[src/rtl/tmds_word_aligner.sv]
// rtl/tmds_word_aligner.sv - TMDS receive word aligner: finds control-token bit offset and locks to it
module tmds_word_aligner #(
    parameter int LOCK_COUNT   = 8,
    parameter int SEARCH_DWELL = 2048,
    parameter int LOSS_DWELL   = 4096
) (
    input  logic       clk_pixel,
    input  logic       reset_n,
    input  logic [9:0] raw_in,
    input  logic       realign,
    output logic [9:0] data_out,
    output logic       is_ctrl,
    output logic [1:0] ctrl,
    output logic       locked,
    output logic [3:0] offset
);

    localparam int IDLE_MAX = (SEARCH_DWELL > LOSS_DWELL) ? SEARCH_DWELL : LOSS_DWELL;
    localparam int MW       = $clog2(LOCK_COUNT + 1);
    localparam int IW       = $clog2(IDLE_MAX + 1);

    localparam logic [MW-1:0] LOCK_TGT   = MW'(LOCK_COUNT);
    localparam logic [IW-1:0] SEARCH_TGT = IW'(SEARCH_DWELL);
    localparam logic [IW-1:0] LOSS_TGT   = IW'(LOSS_DWELL);

    typedef enum logic [0:0] {
        SEARCH = 1'b0,
        LOCKED = 1'b1
    } state_t;

    state_t        state;
    logic [9:0]    raw_prev;
    logic [MW-1:0] match_cnt;
    logic [IW-1:0] idle_cnt;

    logic [19:0]   pair;
    logic [9:0]    win;
    logic          tok_hit;
    logic [1:0]    tok_ctrl;
    logic [MW-1:0] match_nxt;
    logic [IW-1:0] idle_nxt;
    logic [3:0]    offset_inc;

    assign pair       = {raw_in, raw_prev};
    assign match_nxt  = match_cnt + MW'(1);
    assign idle_nxt   = idle_cnt + IW'(1);
    assign offset_inc = (offset == 4'd9) ? 4'd0 : offset + 4'd1;

    // Select the 10-bit window starting at the current bit offset
    always_comb begin
        win = pair[9:0];
        for (int i = 1; i < 10; i++) begin
            if (offset == 4'(i)) begin
                win = pair[i +: 10];
            end
        end
    end

    // Recognise the four TMDS control tokens and recover {C1,C0}
    always_comb begin
        tok_hit  = 1'b1;
        tok_ctrl = 2'b00;
        case (win)
            10'b1101010100: tok_ctrl = 2'b00;
            10'b0010101011: tok_ctrl = 2'b01;
            10'b0101010100: tok_ctrl = 2'b10;
            10'b1010101011: tok_ctrl = 2'b11;
            default:        tok_hit  = 1'b0;
        endcase
    end

    // Registered symbol path; driven regardless of lock so downstream gates on locked
    always_ff @(posedge clk_pixel or negedge reset_n) begin
        if (!reset_n) begin
            raw_prev <= 10'd0;
            data_out <= 10'd0;
            is_ctrl  <= 1'b0;
            ctrl     <= 2'b00;
        end else begin
            raw_prev <= raw_in;
            data_out <= win;
            is_ctrl  <= tok_hit;
            ctrl     <= tok_hit ? tok_ctrl : 2'b00;
        end
    end

    // Search/lock state machine; realign overrides every other event in the same cycle
    always_ff @(posedge clk_pixel or negedge reset_n) begin
        if (!reset_n) begin
            state     <= SEARCH;
            locked    <= 1'b0;
            offset    <= 4'd0;
            match_cnt <= '0;
            idle_cnt  <= '0;
        end else if (realign) begin
            state     <= SEARCH;
            locked    <= 1'b0;
            match_cnt <= '0;
            idle_cnt  <= '0;
        end else begin
            case (state)
                SEARCH: begin
                    if (tok_hit) begin
                        idle_cnt <= '0;
                        if (match_nxt == LOCK_TGT) begin
                            state     <= LOCKED;
                            locked    <= 1'b1;
                            match_cnt <= '0;
                        end else begin
                            match_cnt <= match_nxt;
                        end
                    end else begin
                        match_cnt <= '0;
                        if (idle_nxt == SEARCH_TGT) begin
                            offset   <= offset_inc;
                            idle_cnt <= '0;
                        end else begin
                            idle_cnt <= idle_nxt;
                        end
                    end
                end
                LOCKED: begin
                    if (tok_hit) begin
                        idle_cnt <= '0;
                    end else if (idle_nxt == LOSS_TGT) begin
                        state     <= SEARCH;
                        locked    <= 1'b0;
                        offset    <= offset_inc;
                        idle_cnt  <= '0;
                        match_cnt <= '0;
                    end else begin
                        idle_cnt <= idle_nxt;
                    end
                end
                default: begin
                    state  <= SEARCH;
                    locked <= 1'b0;
                end
            endcase
        end
    end

endmodule

[config.mk]
export PLATFORM = sky130hd
export DESIGN_NAME = tmds_word_aligner
export DESIGN_NICKNAME = d
export VERILOG_FILES = /design/src/rtl/tmds_word_aligner.sv
export SDC_FILE = /design/constraint.sdc
export NUM_CORES = 1
export LEC_CHECK = 0
export ABC_AREA = 1
export BUFFER_PORTS_ARGS = -buffer_cell sky130_fd_sc_hd__buf_2
export CORE_MARGIN = 8
export CORE_UTILIZATION = 50
export CTS_CLUSTER_SIZE = 16
export DETAILED_ROUTE_END_ITERATION = 7
export HOLD_SLACK_MARGIN = 0.03
export PLACE_DENSITY_LB_ADDON = 0.08
export SLEW_MARGIN = 5
export SYNTH_ARGS = -nofsm -noshare
export SYNTH_HDL_FRONTEND = slang
export SYNTH_SLANG_ARGS = --single-unit
export TNS_END_PERCENT = 100
[constraint.sdc]
create_clock -name clk_pixel -period 7.53 [get_ports clk_pixel]
set_input_delay 1.506 -clock clk_pixel [delete_from_list [all_inputs] [get_ports clk_pixel]]
set_output_delay 1.506 -clock clk_pixel [all_outputs]
set_load 0.01 [all_outputs]
---- After elaboration in Yosys (flattened, before gate mapping) ----
Cells that the tools add are included.
storage, ports and cells
  bits in registers ....................... 46
  bits of input ports ..................... 13
  word-level logic and storage cells ...... 84
operators by class
  add/sub/neg operators ................... 3
  eq/ne operators ......................... 24
  multiplexer cells ....................... 42
  bitwise logic cells ..................... 2
  reduce and logical (&&, ||, !) cells .... 4
operators with widths
  kind                   count
  $mux 10                9
  $mux 13                5
  $mux 4                 10
  $pmux 13 s2            1
  $eq 10x10->1 const B   2
  $eq 4x3->1 const B     4
  $pmux 4 s2             2
  $add 13x1->13 const B  1
  $eq 13x12->1 const B   1
  $eq 13x13->1 const B   1
  $eq 4x4->1 const B     3
  $mux 1                 11
  $eq 10x8->1 const B    1
  $eq 10x9->1 const B    1
  $ne 3x3->1 const B     3
  $add 4x1->4 const B    2
  $eq 4x2->1 const B     2
  $ne 2x2->1 const B     3
  $pmux 2 s3             1
  $reduce_and 5->1       1
  $eq 4x1->1 const B     1
  $pmux 1 s2             2
  $reduce_and 4->1       1
  $reduce_or 4->1        1
  other kinds (5)        6

---- Logic depth before layout (Yosys ltp) ----
  word-level depth ........................ 16
  gate-level depth with buffers ........... 23
  depth with buffers taken out ............ 22

---- Worst setup path before layout ----
OpenSTA, ideal clock, no wires.
  kind .................................... input to register
  from .................................... input raw_in[0]
  to ...................................... register idle_cnt[11]
  setup time .............................. 129 ps
  arrival time ............................ 2726 ps
  required time ........................... 7401 ps
  slack ................................... 4676 ps
  stages on the path ...................... 16
  path buffers ............................ 0
  cell sequence ........................... inv_1 a21oi_1 nand2_1 nand3_1 nand3_1 nand2_1 nand2_1 nand2_1 a21oi_2 inv_2 nor2_1 nand3_2 nand2_4 nor2_8 nand2_8 nor2_1
RTL lines
  element                                     line      text
  start, declared                             9         input logic [9:0] raw_in,
  $mux 10 * (8 in a row)                      53        if (offset == 4'(i)) begin
  net win[8]                                  37        logic [9:0] win;
  $eq 10x10->1, or another cell as far along  63        case (win)
  $reduce_or 4->1 (no source line) *          -
  $mux 1 *                                    63
  net tok_hit                                 38        logic tok_hit;
  $mux 13, on equally long branches           123, 103
  $pmux 13 s2 *                               101       case (state)
  $mux 13 *                                   95        end else if (realign) begin
  end signal, assigned                        118       idle_cnt <= idle_nxt;
  end signal, assigned                        132       idle_cnt <= idle_nxt;
  end, declared                               34        logic [IW-1:0] idle_cnt;
The timed path passes the listed nets; every way through them passes the cells marked *.
A chain may end at the register's enable or synchronous reset.

---- Worst setup path after layout ----
  from .................................... register offset[3]
  to ...................................... register idle_cnt[11]
between the ends
  longest elaborated chain between the ends .. 16
ends and longest elaborated chain
  element                                     line      text
  start, declared                             15        output logic [3:0] offset
  start signal, assigned                      115       offset <= offset_inc;
  start signal, assigned                      128       offset <= offset_inc;
  $eq 4x1->1                                  53
  $mux 10 (8 in a row)                        53
  $mux 10 *                                   53
  net win[5]                                  37
  $eq 10x10->1, or another cell as far along  63
  $reduce_or 4->1 (no source line) *          -
  $mux 1 *                                    63
  net tok_hit                                 38
  $mux 13, on equally long branches           123, 103
  $pmux 13 s2 *                               101
  $mux 13 *                                   95
Marks and branches as above.

==> impl_results.md <==
- Fin. max-slew vios: 0
- Critical Path RT: 7.72 ns
- TritonCTS clock tree: done
- Avg WL per Cell: 13.3 µm
- Diodes inserted: 0
- Clock group share of total power: 31.2%
- EDFF count, synth: 0
- Crit path capture type: flip-flop
- CP peak stage delay: 0.81 ns
- Num CTS Buffers: 5
- R2R setup slack: 4.26 ns
- CP Class: reg2reg
- Outcome: finished clean
- Final period util: 43.5%
- CP arrival: 3.46 ns
- Seq/Total Area, Yosys: 35.7%
- Syn Nets: 490
- Synth cell types: 37
- Most used DFF post-synth: dfrtp_1
- Switch share: 29.3%
- Reg2reg end: idle_cnt[11]
- Worst Skew: 0.0110 ns
- Synthesized area per cell: 6.81 µm²
- Worst reg-to-reg path cell count: 17
- Sink Count: 46
- Min-delay worst type: reg2reg
- Area leader, netlist: dfrtp_1
- Switching power: 144 µW
- Power Density: 140 nW/µm²
- Setup violators final: 0
- Die W: 96.4 µm
- Synth top area cells: dfrtp_1 (36%), nand2_1 (16%), nand3_1 (8.4%)
- DRT Pass-1 Iters: 4
- Tmin final: 3.27 ns
- Cell chain of the critical path: inv_2 -> nor2_1 -> inv_1 -> nor3_1 -> inv_1 -> o21ai_0 -> inv_1 -> nand2_1 -> nand2_1 -> nand2_1 -> nand3_1 -> nor2_1 -> nand3_2 -> nand2_4 -> nor2_8 -> nand2_8 -> nor2_1
- Int Pwr: 346 µW
- HPWL after DPL: 5.69 mm
- Hold endpoint: idle_cnt[0]
- Area Overhead vs Synth: 8.45%
- Max Root-Sink Buffers: 2
- Most common cell in the synthesized netlist: nand2_1
- Hold depth: 1
- Initial core utilization: 51.1%
- CP startpoint kind: flip-flop
- Syn Std Cell Area: 3230 µm²
- Die height: 96.4 µm
- Least-Margin Pin Slew: 1.06 ns
- Setup Fix Bufs, Post-CTS: 0
- Share of cells above drive strength 1: 14.2%
- Fin. Hold Viols: 0
- Post-route ant nets: 0
- PostCTS Resize Cnt: 0
- Max-Cap Viols: 0
- Final wirelength: 7.66 mm
- Leak Pwr: 0.00180 µW
- Initial antenna violation count: 0
- Fillers: 656
- Vias: 2,992
- Gp weighted congestion: 0.877
- Core ar.: 6310 µm²
- Vias in the first global route: 2,868
- Comb pwr share: 14.8%
- Hold Crit Start: idle_cnt[0]
- Post-synth top cells: nand2_1 (135), inv_1 (69), nand3_1 (54)
- I/O pin total: 31
- Vias per cell: 5.18
- RR Startpoint: offset[3]
- First DRT Iteration DRCs: 199
- Post-synth top area share: 35.7%
- Slowest stage cell, crit path: nor3_1
- Hold buffers post-CTS: 0
- RSZ-0062 raised after global routing: false
- Final Total Pwr: 490 µW
- Worst skew pair latency: 0.30 ns
- Synth async-reset ratio: 100%
- DRC: 0
- Max VDD drop: 0.000119 V
- Gr ovfl total: 0
- CTS root buf: clkbuf_8
- Fmax achieved: 306 MHz
- H-tree levels: 2
- First-pass GRT wire length: 13.2 mm
- Largest net degree at the start of global routing: 47
- Crit-path max FO: 11
- Num rows: 29
- Synth warn: 0
- Setup_tns: 0 ns
- Cells after Synth: 474
- Number of synthesized register bits: 46
- Die area: 9280 µm²
- Fin nets: 516
- Hold Slack: 0.470 ns
- Worst slew margin: 29.1%
- GRT Overall Usage: 17.8%
- Non-filler cells, final: 578
- CTS clk-pin slew, worst paths: 0.10 ns
- Placed cells: 570
- Register share of total power: 53.9%
- IO Port Bufs: 30
[worst max-delay path by stage]
stage | start | endpoint | slack (ns) | depth (start not counted)
2_1_floorplan | raw_in[0] | idle_cnt[11] | 4.68 | 16
6_report | offset[3] | idle_cnt[11] | 4.26 | 17
3_3_place_gp | raw_in[0] | idle_cnt[11] | 4.27 | 19
5_1_grt | offset[3] | match_cnt[3] | 3.74 | 18
3_5_place_dp | raw_in[0] | idle_cnt[11] | 4.23 | 18
4_1_cts | offset[3] | idle_cnt[11] | 4.26 | 17
[cell usage in the layout, fill, tap and decap left out]
cell type | netlist | final
nand2_1 | 135 | 135
inv_1 | 69 | 69
nand3_1 | 54 | 54
dfrtp_1 | 46 | 46
a21oi_1 | 33 | 33
nor2_1 | 31 | 31
buf_2 | 4 | 30
o21ai_0 | 23 | 23
nor2_2 | 10 | 10
xor2_1 | 9 | 9
nand4_1 | 8 | 8
clkbuf_8 | 0 | 5
inv_2 | 4 | 4
nand3_2 | 3 | 3
nor3_1 | 3 | 3
a21oi_2 | 3 | 3
o21ai_1 | 3 | 3
xnor2_1 | 3 | 3
ha_1 | 3 | 3
inv_4 | 2 | 2
nor2_8 | 2 | 2
nor2_4 | 2 | 2
nand2_4 | 2 | 2
nand2_2 | 2 | 2
a21oi_4 | 2 | 2
nor4_1 | 2 | 2
clkinv_2 | 0 | 2
clkinv_1 | 1 | 1
o211ai_1 | 1 | 1
and2_1 | 1 | 1
and3_1 | 1 | 1
nor3b_1 | 1 | 1
nand2_8 | 1 | 1
o22ai_1 | 1 | 1
a31oi_1 | 1 | 1
nand3b_1 | 1 | 1
inv_6 | 0 | 1
[worst max-delay path: cells and delay by family (launching register included)]
kind / cells / cell delay (ns)
buf+inv: 4 / 0.56
flops: 1 / 0.48
compound gates: 1 / 0.18
simple gates: 12 / 1.93
[registers in the layout, indices dropped and copies added (netlist names)]
name       flops
is_ctrl        1
match_cnt      4
locked         1
ctrl           2
idle_cnt      13
data_out      10
raw_prev      10
offset         4
state          1
[through the flow]
stage	utilization [%]	worst slack, ns	cell area (µm²)
final	55.4	4.26	3500
after detailed placement	54.1	4.23	3410
after floorplan	-	4.68	3230
after global placement	54.1	4.27	3410
after global routing	55.4	3.74	3500
after CTS	55.4	4.26	3500
[power groups by stage]
stage               sequential, µW  combinational [µW]  clock (µW)
finish                         264                72.6         153
floorplan                      269                43.8           0
CTS                            264                73.4         156
detailed placement             268                73.0           0
global route                   265                83.3         166
global placement               269                73.3           0
[final cells by class]
type / instances / area (µm²) / area share [%]
clock inverter: 3 / 18.8 / 0.536
inverter: 76 / 290 / 8.29
clock buffer: 5 / 68.8 / 1.97
tap: 77 / 96.3 / 2.75
sequential: 46 / 1150 / 32.9
timing repair buffer: 30 / 150 / 4.29
multi-input combinational: 341 / 1730 / 49.3
[per-layer routing]
layer  vias to the layer above  track usage (%)  part of all wire [%]
li1                       1560                -                     -
met1                      1340             25.2                    51
met2                        83             27.3                    44
met3                         9             3.12                   4.5
met4                         0             4.92                   1.2
met5                         -                0                     0
[cell families after synthesis]
group	synth area share, %
AND/OR/NAND/NOR	37.4
buffers and inverters	10.9
AO/OA/AOI/OAI	11.6
flip-flops	35.7
XOR/XNOR	3.26
adder cells (fa/ha/maj)	1.16
Power figures use the tool's default switching activity.
